### config.mk
export PLATFORM = sky130hd
export DESIGN_NAME = tap_pulse_sequencer_flat
export DESIGN_NICKNAME = d
export VERILOG_FILES = /design/src/rtl/tap_pkg.sv /design/src/rtl/tap_pulse_sequencer_if.sv /design/src/rtl/tap_pulse_sequencer_timer.sv /design/src/rtl/tap_pulse_sequencer.sv /design/src/flat_wrapper.sv
export SDC_FILE = /design/constraint.sdc
export NUM_CORES = 1
export LEC_CHECK = 0
export ABC_CLOCK_PERIOD_IN_PS = 3300
export BUFFER_PORTS_ARGS = -buffer_cell sky130_fd_sc_hd__buf_2
export CAP_MARGIN = 30
export CORE_MARGIN = 4
export CORE_UTILIZATION = 35
export DETAILED_ROUTE_END_ITERATION = 16
export SYNTH_ARGS = -nofsm -noshare
export SYNTH_HDL_FRONTEND = slang
export SYNTH_SLANG_ARGS = --single-unit
### constraint.sdc
create_clock -name clk -period 3.3 [get_ports clk]
set_input_delay 0.66 -clock clk [delete_from_list [all_inputs] [get_ports clk]]
set_output_delay 0.66 -clock clk [all_outputs]
set_load 0.02 [all_outputs]
### src/rtl/tap_pkg.sv
// Shared types and constants for the TAP cassette playback path.
package tap_pkg;

  localparam int CNT_W_DEF        = 24;
  localparam int TICK_MULT_SH_DEF = 3;
  localparam int V0_OVERFLOW_LEN  = 2048;

  localparam logic [1:0] TAP_V0 = 2'd0;
  localparam logic [1:0] TAP_V1 = 2'd1;
  localparam logic [1:0] TAP_V2 = 2'd2;

  typedef enum logic [2:0] {
    S_IDLE,
    S_GET_LEN,
    S_GET_EXT0,
    S_GET_EXT1,
    S_GET_EXT2,
    S_HOLD
  } fetchState_t;

endpackage

### src/rtl/tap_pulse_sequencer_if.sv
// Byte stream link between the 32-bit-to-byte slicer and the pulse sequencer.
interface tap_pulse_sequencer_if;

  logic       byte_valid;
  logic [7:0] byte_in;
  logic       byte_read;
  logic       slicer_restart;

  modport master (
    input  byte_valid,
    input  byte_in,
    output byte_read,
    output slicer_restart
  );

  modport slave (
    output byte_valid,
    output byte_in,
    input  byte_read,
    input  slicer_restart
  );

endinterface

### src/rtl/tap_pulse_sequencer_timer.sv
// Pulse-length down-counter producing the cass_read waveform; takes the next
// length from the fetch side on the same tick the current pulse ends.
module tap_pulse_timer
  import tap_pkg::*;
#(
  parameter int CNT_W = CNT_W_DEF
) (
  input  logic             clk,
  input  logic             rst_n,
  input  logic             i_restart,
  input  logic             i_tick,
  input  logic             i_halfwave,
  input  logic             i_loadValid,
  input  logic [CNT_W-1:0] i_loadLen,
  input  logic             i_moreData,
  output logic             o_take,
  output logic             o_cassRead,
  output logic             o_idle,
  output logic             o_underrun
);

  logic [CNT_W-1:0] r_count;
  logic [CNT_W-1:0] r_halfLen;
  logic             r_active;
  logic             r_phase;
  logic             r_cassRead;
  logic             r_underrun;

  logic [CNT_W-1:0] w_len;
  logic [CNT_W-1:0] w_nextCount;
  logic             w_expire;

  assign w_len       = (i_loadLen == '0) ? CNT_W'(1) : i_loadLen;
  assign w_nextCount = r_count - CNT_W'(1);
  assign w_expire    = i_tick & r_active & (r_count == CNT_W'(1));
  assign o_take      = i_loadValid & i_tick & (~r_active | w_expire);

  assign o_cassRead = r_cassRead;
  assign o_idle     = ~r_active;
  assign o_underrun = r_underrun;

  // A freshly loaded length always starts low since L > L>>1 for any L >= 1;
  // in half-wave mode each load instead emits the next alternating level.
  always_ff @(posedge clk or negedge rst_n) begin
    if (!rst_n) begin
      r_count    <= '0;
      r_halfLen  <= '0;
      r_active   <= 1'b0;
      r_phase    <= 1'b0;
      r_cassRead <= 1'b1;
      r_underrun <= 1'b0;
    end else if (i_restart) begin
      r_count    <= '0;
      r_halfLen  <= '0;
      r_active   <= 1'b0;
      r_phase    <= 1'b0;
      r_cassRead <= 1'b1;
      r_underrun <= 1'b0;
    end else if (o_take) begin
      r_count   <= w_len;
      r_halfLen <= w_len >> 1;
      r_active  <= 1'b1;
      if (i_halfwave) begin
        r_cassRead <= r_phase;
        r_phase    <= ~r_phase;
      end else begin
        r_cassRead <= 1'b0;
      end
    end else if (w_expire) begin
      r_count    <= '0;
      r_active   <= 1'b0;
      r_cassRead <= 1'b1;
      if (i_moreData) r_underrun <= 1'b1;
    end else if (i_tick && r_active) begin
      r_count <= w_nextCount;
      if (!i_halfwave) r_cassRead <= ~(w_nextCount > r_halfLen);
    end
  end

endmodule

### src/rtl/tap_pulse_sequencer.sv
// TAP playback: fetches pulse lengths from the byte slicer and drives cass_read.
// Optional half-wave playback for version-2 files is built with TAP_HALFWAVE_EN.
module tap_pulse_sequencer
  import tap_pkg::*;
#(
  parameter int CNT_W        = CNT_W_DEF,
  parameter int TICK_MULT_SH = TICK_MULT_SH_DEF
) (
  input  logic        clk,
  input  logic        reset_n,
  input  logic        i_clk_en,
  input  logic        i_restart,
  input  logic        i_motor,
  input  logic        i_play,
  input  logic [1:0]  i_tap_version,
  input  logic [31:0] i_tap_length,
  tap_pulse_sequencer_if.master slicer,
  output logic        o_cass_read,
  output logic        o_done,
  output logic        o_underrun
);

  fetchState_t      r_state;
  logic [CNT_W-1:0] r_hold;
  logic [31:0]      r_bytesConsumed;
  logic             r_readLast;
  logic             r_done;

  logic             w_tick;
  logic             w_halfwave;
  logic             w_moreData;
  logic             w_inGet;
  logic             w_byteRead;
  logic             w_take;
  logic             w_timerIdle;
  logic [CNT_W-1:0] w_byteLen;

  assign w_tick     = i_clk_en & i_motor & i_play;
  assign w_moreData = r_bytesConsumed < i_tap_length;
  assign w_inGet    = (r_state == S_GET_LEN)  || (r_state == S_GET_EXT0) ||
                      (r_state == S_GET_EXT1) || (r_state == S_GET_EXT2);
  // The one-cycle gap after each read gives the slicer time to present the next byte.
  assign w_byteRead = w_inGet & slicer.byte_valid & ~r_readLast & w_moreData & ~i_restart;
  assign w_byteLen  = CNT_W'(slicer.byte_in) << TICK_MULT_SH;

`ifdef TAP_HALFWAVE_EN
  assign w_halfwave = (i_tap_version == TAP_V2);
`else
  assign w_halfwave = 1'b0;
`endif

  assign slicer.byte_read      = w_byteRead;
  assign slicer.slicer_restart = i_restart;
  assign o_done                = r_done;

  tap_pulse_timer #(.CNT_W(CNT_W)) u_timer (
    .clk         (clk),
    .rst_n       (reset_n),
    .i_restart   (i_restart),
    .i_tick      (w_tick),
    .i_halfwave  (w_halfwave),
    .i_loadValid (r_state == S_HOLD),
    .i_loadLen   (r_hold),
    .i_moreData  (w_moreData),
    .o_take      (w_take),
    .o_cassRead  (o_cass_read),
    .o_idle      (w_timerIdle),
    .o_underrun  (o_underrun)
  );

  // Running out of bytes part way through an extended length drops back to idle,
  // discarding the partial value.
  always_ff @(posedge clk or negedge reset_n) begin
    if (!reset_n) begin
      r_state         <= S_IDLE;
      r_hold          <= '0;
      r_bytesConsumed <= '0;
      r_readLast      <= 1'b0;
      r_done          <= 1'b0;
    end else if (i_restart) begin
      r_state         <= S_IDLE;
      r_hold          <= '0;
      r_bytesConsumed <= '0;
      r_readLast      <= 1'b0;
      r_done          <= 1'b0;
    end else begin
      r_readLast <= w_byteRead;
      if (w_byteRead) r_bytesConsumed <= r_bytesConsumed + 32'd1;
      if (!w_moreData && w_timerIdle && r_state == S_IDLE) r_done <= 1'b1;
      case (r_state)
        S_IDLE: if (w_moreData) r_state <= S_GET_LEN;
        S_GET_LEN: begin
          if (!w_moreData) begin
            r_state <= S_IDLE;
          end else if (w_byteRead) begin
            if (slicer.byte_in != 8'd0) begin
              r_hold  <= w_byteLen;
              r_state <= S_HOLD;
            end else if (i_tap_version == TAP_V0) begin
              r_hold  <= CNT_W'(V0_OVERFLOW_LEN);
              r_state <= S_HOLD;
            end else begin
              r_hold  <= '0;
              r_state <= S_GET_EXT0;
            end
          end
        end
        S_GET_EXT0: begin
          if (!w_moreData) r_state <= S_IDLE;
          else if (w_byteRead) begin
            r_hold[7:0] <= slicer.byte_in;
            r_state     <= S_GET_EXT1;
          end
        end
        S_GET_EXT1: begin
          if (!w_moreData) r_state <= S_IDLE;
          else if (w_byteRead) begin
            r_hold[15:8] <= slicer.byte_in;
            r_state      <= S_GET_EXT2;
          end
        end
        S_GET_EXT2: begin
          if (!w_moreData) r_state <= S_IDLE;
          else if (w_byteRead) begin
            r_hold[23:16] <= slicer.byte_in;
            r_state       <= S_HOLD;
          end
        end
        S_HOLD: if (w_take) r_state <= S_IDLE;
        default: r_state <= S_IDLE;
      endcase
    end
  end

endmodule

### src/flat_wrapper.sv
// flat-port wrapper written by rule: the top's interface ports become plain ports
module tap_pulse_sequencer_flat import tap_pkg::*;
#(
  parameter int CNT_W        = CNT_W_DEF,
  parameter int TICK_MULT_SH = TICK_MULT_SH_DEF
)
  (clk, reset_n, i_clk_en, i_restart, i_motor, i_play, i_tap_version, i_tap_length, o_cass_read, o_done, o_underrun, slicer_byte_valid, slicer_byte_in, slicer_byte_read, slicer_slicer_restart);
  tap_pulse_sequencer_if slicer_i ();
  input  logic clk;
  input  logic reset_n;
  input  logic i_clk_en;
  input  logic i_restart;
  input  logic i_motor;
  input  logic i_play;
  input  logic [1:0] i_tap_version;
  input  logic [31:0] i_tap_length;
  output logic o_cass_read;
  output logic o_done;
  output logic o_underrun;
  input wire logic [$bits(slicer_i.byte_valid)-1:0] slicer_byte_valid;
  input wire logic [$bits(slicer_i.byte_in)-1:0] slicer_byte_in;
  output wire logic [$bits(slicer_i.byte_read)-1:0] slicer_byte_read;
  output wire logic [$bits(slicer_i.slicer_restart)-1:0] slicer_slicer_restart;
  assign slicer_i.byte_valid = slicer_byte_valid;
  assign slicer_i.byte_in = slicer_byte_in;
  assign slicer_byte_read = slicer_i.byte_read;
  assign slicer_slicer_restart = slicer_i.slicer_restart;
  tap_pulse_sequencer #(.CNT_W(CNT_W), .TICK_MULT_SH(TICK_MULT_SH)) u_core (.clk(clk), .reset_n(reset_n), .i_clk_en(i_clk_en), .i_restart(i_restart), .i_motor(i_motor), .i_play(i_play), .i_tap_version(i_tap_version), .i_tap_length(i_tap_length), .slicer(slicer_i), .o_cass_read(o_cass_read), .o_done(o_done), .o_underrun(o_underrun));
endmodule
==> results of run 1 <==
-- layout make-up --
cell class                 instances  share of cell area, %
clock inverter                     6                  0.709
clock buffer                       9                   2.61
inverter                          72                   3.13
sequential                       111                   32.2
tap                              270                   3.91
timing repair buffer             112                   8.54
multi-input combinational        625                   49.0
-- power breakdown --
group	internal, uW	switching (uW)	total [uW]
registers	1480	151	1630
clock network	584	519	1100
logic	987	1130	2110
total	3050	1800	4850
-- sequential cells by signal, summed over array words and instances (netlist names) --
name,cells
u_core.u_timer.r_count,24
u_core.o_done,1
u_core.r_hold,24
u_core.u_timer.r_halfLen,23
u_core.u_timer.r_active,1
u_core.r_readLast,1
u_core.r_bytesConsumed,32
u_core.u_timer.o_cassRead,1
u_core.r_state,3
u_core.u_timer.o_underrun,1
-- worst max path at each step --
stage | endpoint | slack (ps) | cells past startpoint
2_1_floorplan | slicer_byte_read | 10 | 9
3_3_place_gp | slicer_byte_read | 80 | 10
5_1_grt | slicer_byte_read | -20 | 8
4_1_cts | slicer_byte_read | 10 | 8
3_5_place_dp | u_core.r_bytesConsumed[25] | 30 | 12
6_report | slicer_byte_read | 100 | 8
-- cell usage after synthesis, types with 17 or more instances --
cell type	n	area share, %
nand3_1	20	1.4
clkbuf_1	29	1.5
a211oi_1	18	1.8
o21ai_0	27	1.8
ha_1	57	9.6
nor4_1	20	1.7
mux2i_1	19	2.6
inv_1	71	3.6
a221o_1	20	2.7
dfrtp_1	110	37
nor2_1	49	2.5
nor3_1	18	1.2
nand2_1	108	5.5
nand4_1	17	1.4
a21oi_1	93	6.3
-- layer usage --
layer  vias up  GRT usage [%]  wire length (um)  part of all wire [%]
li1       3215              -                 -                     -
met1      3063           23.7              9380                    48
met2       136           27.4              9130                    46
met3        21           3.31               920                   4.7
met4         0           4.37               304                   1.5
met5         -              0                 0                     0
-- through the flow --
step | util (%) | TNS [ps] | std cells
finish | 42.2 | 0 | 1205
global placement | 40.3 | 0 | 1188
floorplan | - | 0 | 855
detailed placement | 40.3 | 0 | 1188
CTS | 41.7 | 0 | 1203
global route | 42.2 | -16.5 | 1205
-- cell families (layout without fill, tap and decap cells) --
family | count (synthesis) | in the layout | synth area share [%]
xor gates and xnor gates | 24 | 24 | 2.84
DFF | 111 | 111 | 37.6
and+or+nand+nor | 317 | 317 | 22.2
adders and majority gates | 58 | 58 | 9.78
AOI/OAI and AO/OA | 206 | 206 | 18.3
buffers and inverters | 119 | 199 | 6.60
muxes | 20 | 20 | 2.72
-- repair_timing --
action | 4_1_cts | 5_1_grt
setup endpoints to repair | 0 | 2
endpoints found under the hold margin | 0 | 0
gates resized for setup | 0 | 13
setup buffers | 0 | 2
-- critical path: stages, from the launching register on --
cell	delay, ps
dfrtp_1	440
ha_1	300
nand4_1	220
nor4_4	390
buf_4	160
nor3b_4	190
a21o_1	240
nor3_4	70
buf_4	170
==> flow_metrics.py, run 1 <==
metrics = {
    "cts": {
        "clockBufferDepth": 2,
        "clk_latency_ps": 360,
        "cts_sinks": 111,
        "cts_hold_buf": 0,
        "htree_levels": 3,
        "root_buffer": "clkbuf_16",
        "cts-buffers-inserted": 9,
        "clk_pin_slew_ps": 70,
        "cts_tree": "built",
    },
    "sta": {
        "setup_violations": 0,
        "worst_pin_slew_ps": 839,
        "final_max_slew_viol_count": 0,
        "period_minus_slack_ps": 3200,
        "skew_ps": 6.83,
        "timing.final.ws_setup_ps": 101,
        "hold_violations": 0,
        "clock.fmax_mhz": 313,
        "relSlewSlack_pct": 43.6,
        "hold_slack_ps": 355,
        "min_period_over_period_pct": 96.9,
    },
    "hold_path": {
        "hold_class": "primary input to async pin",
    },
    "logic_synthesis": {
        "async_flop_share_pct": 100,
        "syn_area_per_cell_sq_um": 8.65,
        "ys_seq_area_share_pct": 37.6,
        "synth_warnings": 0,
        "syn_nets": 961,
        "synth_flop_cell": "dfrtp_1",
        "syn_area_sq_mm": 0.00739,
        "ys_ff_latch": 111,
        "synth_cell_type_count": 66,
        "synth_cells": 855,
        "synth_edf_count": 0,
    },
    "floorplanning": {
        "rows": 52,
        "die_h_um": 153,
        "die_area_sq_mm": 0.0235,
        "coreArea_sq_mm": 0.0205,
        "start_util_pct": 36.1,
        "die_x_um": 153,
        "ios": 54,
    },
    "place": {
        "io_buffer_count": 53,
        "dp_slack_ps": 32.5,
        "gp_congestion": 0.875,
        "hpwl_um": 14400,
        "place_area_sq_mm": 0.00826,
    },
    "critical_path": {
        "worst_setup_path_end_kind": "primary output",
        "worstSetupStartpointType": "register",
        "required_ps": 2640,
        "crit_path_start": "u_core.r_bytesConsumed[28]",
        "reg2reg_to": "u_core.u_timer.r_count[2]",
        "r2r-start": "u_core.u_timer.r_count[15]",
        "worstSetupPathType": "register to primary output",
        "r2r_setup_slack_ps": 220,
        "worstRegToRegCells": 7,
        "arrival_ps": 2540,
        "crit_fanout": 5,
    },
    "final_layout": {
        "layout-drive-gt1-share_pct": 17.9,
        "final_common_cell": "dfrtp_1",
        "area_delta_synth_final_pct": 16.9,
        "fin_nets": 1037,
        "regArea_sq_mm": 0.00278,
        "multi_input_area_sq_mm": 0.00423,
        "fill_cells": 2038,
        "final_cell_mix": "dfrtp_1, nand2_1, a21oi_1",
        "antenna_cells": 0,
        "design_area_sq_mm": 0.00864,
    },
    "power": {
        "leakagePower_uw": 0.00392,
        "irDropWorstVdd_mv": 0.331,
        "power_density_mw_per_mm2": 561,
        "total_power_uw": 4850,
    },
    "grt": {
        "grt_util_all_layers_pct": 17.0,
        "grt_start_max_net_pins": 91,
        "grt_pass1_vias": 6531,
        "grt_overflow": 0,
        "antenna_found_initial": 0,
        "grt_first_pass_wirelength_um": 33200,
    },
    "drt": {
        "via_per_inst": 5.34,
        "drc": 0,
        "routed_wl_um": 19700,
        "first_pass_iters": 4,
        "num_vias": 6435,
        "antenna_left": 0,
        "drt_iter0_drc": 324,
        "wire_per_inst_um": 16.4,
    },
    "outcome": {
        "outcome": "completed",
    },
    "run": {
        "maxCapViolCount": 0,
    },
}
Power figures use the tool's default switching activity.
==> run 2, diff against run 1 <==
--- a/config.mk
+++ b/config.mk
@@ -7,10 +7,10 @@
 export LEC_CHECK = 0
 export ABC_CLOCK_PERIOD_IN_PS = 3300
 export BUFFER_PORTS_ARGS = -buffer_cell sky130_fd_sc_hd__buf_2
-export CAP_MARGIN = 30
 export CORE_MARGIN = 4
-export CORE_UTILIZATION = 35
+export CORE_UTILIZATION = 46
 export DETAILED_ROUTE_END_ITERATION = 16
+export PLACE_DENSITY = 0.66
 export SYNTH_ARGS = -nofsm -noshare
 export SYNTH_HDL_FRONTEND = slang
 export SYNTH_SLANG_ARGS = --single-unit
==> flow_metrics.py, run 2 (synthesis gave the netlist of run 1 again) <==
metrics = {
    "drt": {
        "wire_per_inst_um": 16.6,
        "antenna_left": 0,
        "via_per_inst": 5.58,
        "routed_wl_um": 19000,
        "num_vias": 6392,
        "first_pass_iters": 5,
        "drt_iter0_drc": 407,
        "drc": 0,
    },
    "final_layout": {
        "area_delta_synth_final_pct": 16.1,
        "utilization_pct": 54.2,
        "layout-drive-gt1-share_pct": 17.9,
        "design_area_sq_mm": 0.00859,
        "fin_nets": 1031,
        "largest_reg_flops": 32,
        "final_common_cell": "dfrtp_1",
        "antenna_cells": 0,
        "instances_no_fill": 1145,
        "top_register": "u_core.r_bytesConsumed",
        "final_cell_mix": "dfrtp_1, nand2_1, a21oi_1",
        "largestRegisters": "u_core.r_bytesConsumed x32, u_core.r_hold x24, u_core.u_timer.r_count x24",
    },
    "critical_path": {
        "crit_fanout": 3,
        "r2r_setup_slack_ps": 190,
        "critPathSlowestCell": "or4_4",
        "cp.buffers_inverters": 1,
        "crit_path_start": "u_core.u_timer.r_count[5]",
        "cp_common_cell": "o31ai_1",
        "worst_setup_path_end_kind": "register",
        "path_depth": 13,
        "arrival_ps": 3390,
        "worstSetupPathType": "register to register",
        "worstSetupStartpointType": "register",
        "r2r-start": "u_core.u_timer.r_count[5]",
        "reg2reg_to": "u_core.u_timer.o_cassRead",
        "cp_top_family": "simple AND/OR/NAND/NOR gates",
        "required_ps": 3580,
        "worstRegToRegCells": 13,
        "slowest_delay_ps": 450,
        "path_cells": "nor4_4 -> nand2_2 -> or4_4 -> nor3_2 -> xor2_1 -> ha_1 -> nand4_1 -> nor4_1 -> buf_4 -> and2_1 -> o31ai_1 -> a21oi_1 -> o31ai_1",
        "crit_path_end": "u_core.u_timer.o_cassRead",
    },
    "floorplanning": {
        "ios": 54,
        "start_util_pct": 46.7,
        "rows": 46,
        "die_h_um": 135,
        "die_x_um": 135,
        "coreArea_sq_mm": 0.0158,
        "die_area_sq_mm": 0.0182,
    },
    "sta": {
        "worst_pin_slew_ps": 1150,
        "clock.fmax_mhz": 322,
        "relSlewSlack_pct": 22.2,
        "setup_violations": 0,
        "rsz0062_at_grt": "yes",
        "hold_violations": 0,
        "hold_slack_ps": 336,
        "final_max_slew_viol_count": 0,
        "period_minus_slack_ps": 3110,
        "skew_ps": 5.98,
        "timing.final.ws_setup_ps": 190,
        "min_period_over_period_pct": 94.2,
    },
    "place": {
        "dp_slack_ps": 20.7,
        "io_buffer_count": 53,
        "hpwl_um": 13600,
        "placed_cells": 1127,
        "gp_congestion": 0.875,
        "place_area_sq_mm": 0.00817,
    },
    "power": {
        "leakagePower_uw": 0.00389,
        "power_density_mw_per_mm2": 572,
        "irDropWorstVdd_mv": 0.307,
    },
    "cts": {
        "cts_tree": "built",
        "clockBufferDepth": 2,
        "cts-buffers-inserted": 9,
        "root_buffer": "clkbuf_16",
        "cts_hold_buf": 0,
        "htree_levels": 3,
        "clk_pin_slew_ps": 70,
        "clk_latency_ps": 360,
        "cts_sinks": 111,
    },
    "grt": {
        "antenna_found_initial": 0,
        "grt_pass1_vias": 6300,
        "grt_overflow": 0,
        "grt_start_max_net_pins": 52,
        "grt_util_all_layers_pct": 21.5,
        "grt_first_pass_wirelength_um": 31300,
    },
    "outcome": {
        "outcome": "completed",
    },
    "hold_path": {
        "hold_class": "primary input to async pin",
    },
    "run": {
        "maxCapViolCount": 0,
    },
}
## run 2: changes by cell type in the layout (fill, tap and decap cells not counted), moves of 2 or more
cell,change
buf_4,-9
nor3_2,+3
nor3_1,-3
clkinv_4,+2
buf_6,+2
buf_12,+2
clkinv_2,-3
## run 2: worst min path at each step
stage / slack, ps / from / cells after the start / end
final: 340 / reset_n / 1 / u_core.u_timer.r_count[4]
after global routing: 380 / reset_n / 1 / u_core.u_timer.r_count[4]
after CTS: 360 / reset_n / 1 / u_core.u_timer.r_count[4]
after detailed placement: 460 / u_core.u_timer.o_cassRead / 2 / u_core.u_timer.o_cassRead
after global placement: 460 / u_core.u_timer.o_cassRead / 2 / u_core.u_timer.o_cassRead
after floorplan: 360 / reset_n / 0 / u_core.o_done
## run 2: worst reg2reg max path, stage by stage, from the launching register on
cell     delay, ps
dfrtp_1        410
nor4_4         330
nand2_2        120
or4_4          450
nor3_2         140
xor2_1         210
ha_1           280
nand4_1        120
nor4_1          70
buf_4          130
and2_1         130
o31ai_1        290
a21oi_1        110
o31ai_1        240
## run 2: metal layers
metal | share of wire [%] | vias up | track usage (%) | wire (um)
met5 | 0 | - | 0 | 0
met4 | 2.2 | 0 | 8.09 | 412
met3 | 4.8 | 34 | 4.02 | 909
met2 | 48 | 153 | 35.4 | 9190
met1 | 45 | 3007 | 28.3 | 8470
li1 | - | 3198 | - | -
## run 2: cell type report
cell class	instances	area (sq um)
fillers	1459	7240
multi-input cells	625	4240
flip-flops and latches	111	2780
repair buffers	106	728
inverters	72	270
well taps	216	270
clock buffers	9	225
clock inverters	6	71.3
## run 2: what timing repair did
| item | CTS | global route |
|---|---|---|
| setup endpoints to repair | 0 | 2 |
| gates resized for setup | 0 | 20 |
| setup buffers | 0 | 3 |
## run 2: report_power, final
group          switching [uW]  leakage [uW]  internal (uW)
clock                     534      0.000138            591
sequential                154       0.00153           1480
combinational            1170       0.00223            979
## run 2: metrics by stage
step	TNS, ps	total power, uW
after floorplan	0	2970
after global placement	0	3610
after detailed placement	0	3640
after CTS	0	4780
final	0	4920
after global routing	-21.7	5240
